**config.mk**
```make
export PLATFORM = sky130hd
export DESIGN_NAME = dec_mem_arb
export DESIGN_NICKNAME = d
export VERILOG_FILES = /design/src/rtl/dec_mem_arb.sv
export SDC_FILE = /design/constraint.sdc
export NUM_CORES = 1
export LEC_CHECK = 0
export ABC_CLOCK_PERIOD_IN_PS = 1200
export CORE_ASPECT_RATIO = 0.5
export CORE_MARGIN = 5
export CORE_UTILIZATION = 20
export CTS_CLUSTER_SIZE = 24
export DETAILED_ROUTE_END_ITERATION = 16
export GPL_ROUTABILITY_DRIVEN = 0
export HOLD_SLACK_MARGIN = 0.15
export PLACE_DENSITY = 0.85
export SLEW_MARGIN = 20
export SYNTH_ARGS = -nofsm -noshare
export SYNTH_HDL_FRONTEND = slang
export SYNTH_SLANG_ARGS = --single-unit
```
**constraint.sdc**
```tcl
create_clock -name i_clk -period 1.2 [get_ports i_clk]
set_clock_uncertainty 0.05 [all_clocks]
set_input_delay 0.18 -clock i_clk [delete_from_list [all_inputs] [get_ports i_clk]]
set_output_delay 0.18 -clock i_clk [all_outputs]
set_load 0.1 [all_outputs]
```
**src/rtl/dec_mem_arb.sv**
```systemverilog
// ============================================================================
// dec_mem_arb : two-requester single-port memory arbiter with clear sweep.
// Macro DEC_MEM_ARB_RR_EN selects round-robin (defined) or fixed priority.
// Revision 1.0
// ============================================================================
`default_nettype none

module dec_mem_arb #(
  parameter int MEM_WIDTH = 32,
  parameter int MEM_DEPTH = 64,
  parameter int MEM_ADDRW = $clog2(MEM_DEPTH)
) (
  input  logic                   i_clk,
  input  logic                   i_rst_n,
  input  logic [1:0]             i_req,
  input  logic [1:0]             i_we,
  input  logic [2*MEM_ADDRW-1:0] i_addr,
  input  logic [2*MEM_WIDTH-1:0] i_wdata,
  input  logic                   i_clr_start,
  output logic [1:0]             o_gnt,
  output logic [1:0]             o_rvalid,
  output logic [MEM_WIDTH-1:0]   o_rdata,
  output logic                   o_busy,
  output logic                   o_clr_done,
  output logic                   o_mem_wen,
  output logic [MEM_ADDRW-1:0]   o_mem_addr,
  output logic [MEM_WIDTH-1:0]   o_mem_wdata,
  input  logic [MEM_WIDTH-1:0]   i_mem_rdata
);

  typedef enum logic [0:0] {
    IDLE_ARB = 1'b0,
    CLEAR    = 1'b1
  } state_e;

  localparam logic [MEM_ADDRW-1:0] C_LAST_ADDR = MEM_ADDRW'(MEM_DEPTH - 1);
  localparam logic [MEM_ADDRW-1:0] C_ONE       = MEM_ADDRW'(1);

  state_e               state_q, state_d;
  logic [MEM_ADDRW-1:0] cnt_q, cnt_d;
  logic [1:0]           rvalid_q, rvalid_d;
  logic                 done_q, done_d;
  logic [1:0]           gnt;

`ifdef DEC_MEM_ARB_RR_EN
  logic ptr_q, ptr_d;

  always_ff @(posedge i_clk or negedge i_rst_n) begin
    if (!i_rst_n) begin
      ptr_q <= 1'b0;
    end else begin
      ptr_q <= ptr_d;
    end
  end

  always_comb begin
    ptr_d = ptr_q;
    if (gnt[0]) begin
      ptr_d = 1'b1;
    end else if (gnt[1]) begin
      ptr_d = 1'b0;
    end
  end
`endif

  // Grant is combinational and forced low while reset is asserted.
  always_comb begin
    gnt = 2'b00;
    if (state_q == IDLE_ARB && i_rst_n) begin
`ifdef DEC_MEM_ARB_RR_EN
      if (i_req == 2'b11) begin
        gnt = ptr_q ? 2'b10 : 2'b01;
      end else begin
        gnt = i_req;
      end
`else
      if (i_req[0]) begin
        gnt = 2'b01;
      end else if (i_req[1]) begin
        gnt = 2'b10;
      end
`endif
    end
  end

  always_comb begin
    state_d  = state_q;
    cnt_d    = cnt_q;
    done_d   = 1'b0;
    rvalid_d = gnt & ~i_we;
    case (state_q)
      IDLE_ARB: begin
        if (i_clr_start) begin
          state_d = CLEAR;
          cnt_d   = '0;
        end
      end
      CLEAR: begin
        cnt_d = cnt_q + C_ONE;
        if (cnt_q == C_LAST_ADDR) begin
          state_d = IDLE_ARB;
          done_d  = 1'b1;
        end
      end
      default: state_d = IDLE_ARB;
    endcase
  end

  always_ff @(posedge i_clk or negedge i_rst_n) begin
    if (!i_rst_n) begin
      state_q  <= IDLE_ARB;
      cnt_q    <= '0;
      rvalid_q <= 2'b00;
      done_q   <= 1'b0;
    end else begin
      state_q  <= state_d;
      cnt_q    <= cnt_d;
      rvalid_q <= rvalid_d;
      done_q   <= done_d;
    end
  end

  always_comb begin
    o_mem_wen   = 1'b0;
    o_mem_addr  = '0;
    o_mem_wdata = '0;
    if (state_q == CLEAR) begin
      o_mem_wen  = 1'b1;
      o_mem_addr = cnt_q;
    end else if (gnt[0]) begin
      o_mem_wen   = i_we[0];
      o_mem_addr  = i_addr[0 +: MEM_ADDRW];
      o_mem_wdata = i_wdata[0 +: MEM_WIDTH];
    end else if (gnt[1]) begin
      o_mem_wen   = i_we[1];
      o_mem_addr  = i_addr[MEM_ADDRW +: MEM_ADDRW];
      o_mem_wdata = i_wdata[MEM_WIDTH +: MEM_WIDTH];
    end
  end

  assign o_gnt      = gnt;
  assign o_rvalid   = rvalid_q;
  assign o_rdata    = i_mem_rdata;
  assign o_busy     = (state_q == CLEAR);
  assign o_clr_done = done_q;

endmodule

`default_nettype wire
```
---- Word level (Yosys, flattened, before mapping) ----
Cells that the tools add are included.
W data, S select, Z words.
word-level totals
  flip-flop bits (word level) ............. 10
  input bits .............................. 115
  output and inout bits ................... 77
  word-level logic and storage cells ...... 30
cells by class
  add/sub/neg operators ................... 1
  eq/ne operators ......................... 2
  multiplexer cells ....................... 19
  bitwise operators ....................... 3
  reductions and logical operators ........ 1
operator list
  cell                   count
  $mux W32               3
  $mux W6                4
  $pmux W6 S2            1
  $mux W1                7
  $add A6 B1 Y6 const B  1
  $eq A6 B6 Y1 const B   1
  $mux W2                3
  $and A2 B2 Y2          1
  $ne A2 B2 Y1 const B   1
  $not A2 Y2             1
  $pmux W1 S2            1
  $logic_and A1 B1 Y1    1
  $not A1 Y1             1

---- Longest topological paths before layout ----
  depth after elaboration ................. 6
  mapped depth ............................ 5
  gate-level depth less buffers ........... 4

---- Least setup slack after synthesis ----
Ideal clock, no wire load.
  path kind ............................... reg-to-output
  start point ............................. reg state_q, in the netlist o_busy
  end point ............................... out o_mem_addr[1]
  data arrival time ....................... 2.835 ns
  required time ........................... 0.970 ns
  slack ................................... -1.865 ns
  cell stages (with the launch flop) ...... 5
  buffers on the path ..................... 1
  path through ............................ dfrtp_1 -> nor4bb_1 -> buf_2 -> a221oi_1 -> a21oi_1
between the ends
  cells in the longest elaborated chain, start to end .. 6
RTL lines
  element                 RTL line  text
  from (decl)             39        state_e state_q, state_d;
  from (signal assigned)  116       state_q <= state_d;
  $not A1 Y1              n/a
  $logic_and A1 B1 Y1     69        if (state_q == IDLE_ARB && i_rst_n) begin
  $mux W2                 69
  $mux W6                 134       end else if (gnt[1]) begin
  $mux W6                 130       end else if (gnt[0]) begin
  $mux W6 *               127       if (state_q == CLEAR) begin
  to (decl)               26        output logic [MEM_ADDRW-1:0] o_mem_addr,
Every way passes the cells marked *; elsewhere a longest branch is shown, timed or not.

---- Final worst setup path ----
  start point ............................. reg state_q, in the netlist o_busy
  end point ............................... out o_mem_addr[4]
Same word-level chain as after synthesis.

==> results.toml <==
[job]
drv_cap = 0

[cells_and_area]
mostFrequentLayoutCell = "clkdlybuf4s50_1"
nets = 358
nFillCells = 377
layout_common_cells = "clkdlybuf4s50_1, buf_12, a22o_4, dfrtp_1, buf_4"
regArea_um2 = 255
utilization_pct = 62.9
areaGrowthSynthToFinish_pct = 201
antennaDiodeCount = 0
drive_gt1_share_pct = 53.1
multi_input_area_um2 = 1000

[power]
p_per_area_nw_per_um2 = 1220
p_clk_share_pct = 15.3
intPower_w = 0.00223
switching_share_pct = 47.8
ir_drop_mv = 0.777
pwr-share-seq_pct = 14.4
p_leak_nw = 1.50
switching_power_w = 0.00204
pwr-share-comb_pct = 70.3

[outcome]
violations = "setup timing"
outcome = "finished, violations left"

[floorplanning]
core_area_um2 = 5540
io_pins = 192
dieHeight_um = 63.8
dieArea_um2 = 7490
die_x_um = 118
start_util_pct = 20.9
num_rows = 19

[synthesis]
synthCells = 132
yosysUniqueCellTypes = 29
synth_edf_count = 0
synth_fp_nets = 248
ys_ff_latch = 10
seq_area_frac_synth_pct = 21.6
ys_async_sr_fraction_pct = 100
syn_area_um2 = 1160
syn_avg_cell_area_um2 = 8.76
yosysWarnings = 0
ys.flop_type = "dfrtp_1"

[timing]
min_period_over_period_pct = 167
tightest_slew_ps = 441
finalSetupViolCount = 48
slew_violations = 0
setup_ws_ps = -809
whs_ps = 310
min_period_ps = 2010
hold_violations = 0
grt_setup_unrepaired = "true"
relSlewSlack_pct = 70.6
fmax_ghz = 0.498

[setup_path]
cp.required_ps = 970
crit_type = "flop to primary output"
start_kind = "flop"
endpoint_kind = "primary output"
cp.arrival_ps = 1780
crit_fanout = 6

[cts]
h-tree-depth = 1
cts_root_buffer = "clkbuf_16"
clockBufferDepth = 2
cts_tree = "yes"
clk_latency_ps = 230
cts.sinks = 10
cts.clk_slew.worst_paths_ps = 40
cts_buffers = 3

[global_routing]
grt_pass1_vias = 1739
grt_max_degree = 17
grt.total_usage_pct = 15.8
grt_pass1_wl_um = 9610
antenna_found_initial = 0
overflow = 0

[detailed_routing]
route.detailed.drc = 0
drtIter0Drc = 55
via_per_inst = 4.68
num_vias = 1471
detail-route-antenna-nets = 0
wl_um = 6420
wl_per_cell_um = 20.5
dr.pass1.iters = 4

[place]
numPortBuffers = 127
dp_hpwl_um = 4820

[worst_hold_path]
min_path_type = "input port to primary output"
==> worst max-delay path: stages (launching register included) <==
cell and delay, ps:
dfrtp_4 480, nor4bb_4 310, buf_6 200, buf_6 120, a221oi_2 70, a21oi_4 160
buf_12 190
==> power groups by stage <==
stage / combinational (W) / clock (W) / sequential, W
finish: 0.00300 / 0.000652 / 0.000612
global route: 0.00311 / 0.000693 / 0.000628
CTS: 0.00289 / 0.000666 / 0.000580
detailed placement: 0.00280 / 0 / 0.000583
global placement: 0.00275 / 0 / 0.000570
floorplan: 0.00214 / 0 / 0.000586
==> synthesized netlist by cell type (all sizes together), types with 2 or more instances <==
cell type  count  area, um^2
a21o           2        15.0
a21oi          3        22.5
a221oi         4        47.6
a22o          32         280
a22oi          2        15.0
buf           43         320
dfrtp         10         250
inv            3        11.3
nand2          7        26.3
nand3          2        10.0
nand4          2        12.5
nor2           4        15.0
nor2b          4        25.0
o21ai          3        15.0
o31ai          2        15.0
==> metrics by stage <==
step	total power [W]	std cells	worst slack [ps]	instance area (um^2)	TNS, ps
after floorplan	0.00272	132	-844	1470	-28010
after global placement	0.00332	302	-735	3100	-28840
after detailed placement	0.00339	302	-772	3100	-30020
after CTS	0.00414	314	-760	3440	-31170
after global routing	0.00443	314	-868	3480	-33880
final	0.00426	314	-809	3480	-30990
==> layout make-up <==
class | count | area share, %
clock buffers | 4 | 2.55
inverters | 3 | 0.323
multi-input cells | 76 | 28.8
flip-flops and latches | 10 | 7.33
well taps | 73 | 2.62
repair buffers | 148 | 58.4
==> logic make-up (layout without fill, tap and decap cells) <==
kind of cell             after synthesis  in the layout  synth area share (%)
AO/OA/AOI/OAI                         50             50                  37.0
XOR/XNOR                               1              1                 0.758
adder cells (fa/ha/maj)                1              1                  1.08
buffers and inverters                 46            155                  28.7
flip-flops                            10             10                  21.6
AND/OR/NAND/NOR                       24             24                  10.8
==> metal layers <==
layer / track usage (%) / routed length, um
met1: 17.3 / 2440
met2: 30.1 / 3450
met3: 4.05 / 416
met4: 5.15 / 113
met5: 0 / 0
==> worst paths after layout <==
path | start | slack [ps] | cells after the start | endpoint
max in group asynchronous | i_rst_n | 230 | 4 | o_busy$_DFF_PN0_
worst min register to register | cnt_q[5]$_DFFE_PN0P_ | 480 | 1 | cnt_q[5]$_DFFE_PN0P_
worst max register to register | o_busy$_DFF_PN0_ | -280 | 5 | o_rvalid[1]$_DFF_PN0_
min in group asynchronous | i_rst_n | 510 | 3 | o_rvalid[1]$_DFF_PN0_
worst min-delay path | i_mem_rdata[5] | 310 | 0 | o_rdata[5]
worst max-delay path | o_busy$_DFF_PN0_ | -810 | 6 | o_mem_addr[4]
==> sequential cells by signal (all words and copies together) (netlist names) <==
name,cells
o_clr_done,1
o_rvalid,2
cnt_q,6
o_busy,1
==> what timing repair did <==
action                                  CTS  global route
gates resized for setup                  23            16
endpoints found under the setup margin   50            52
cloned                                    3             0
pin swaps                                 5             8
endpoints found under the hold margin    10             0
setup buffers                             7             2
hold buffers                              1             0
(Power assumes the default switching activity.)
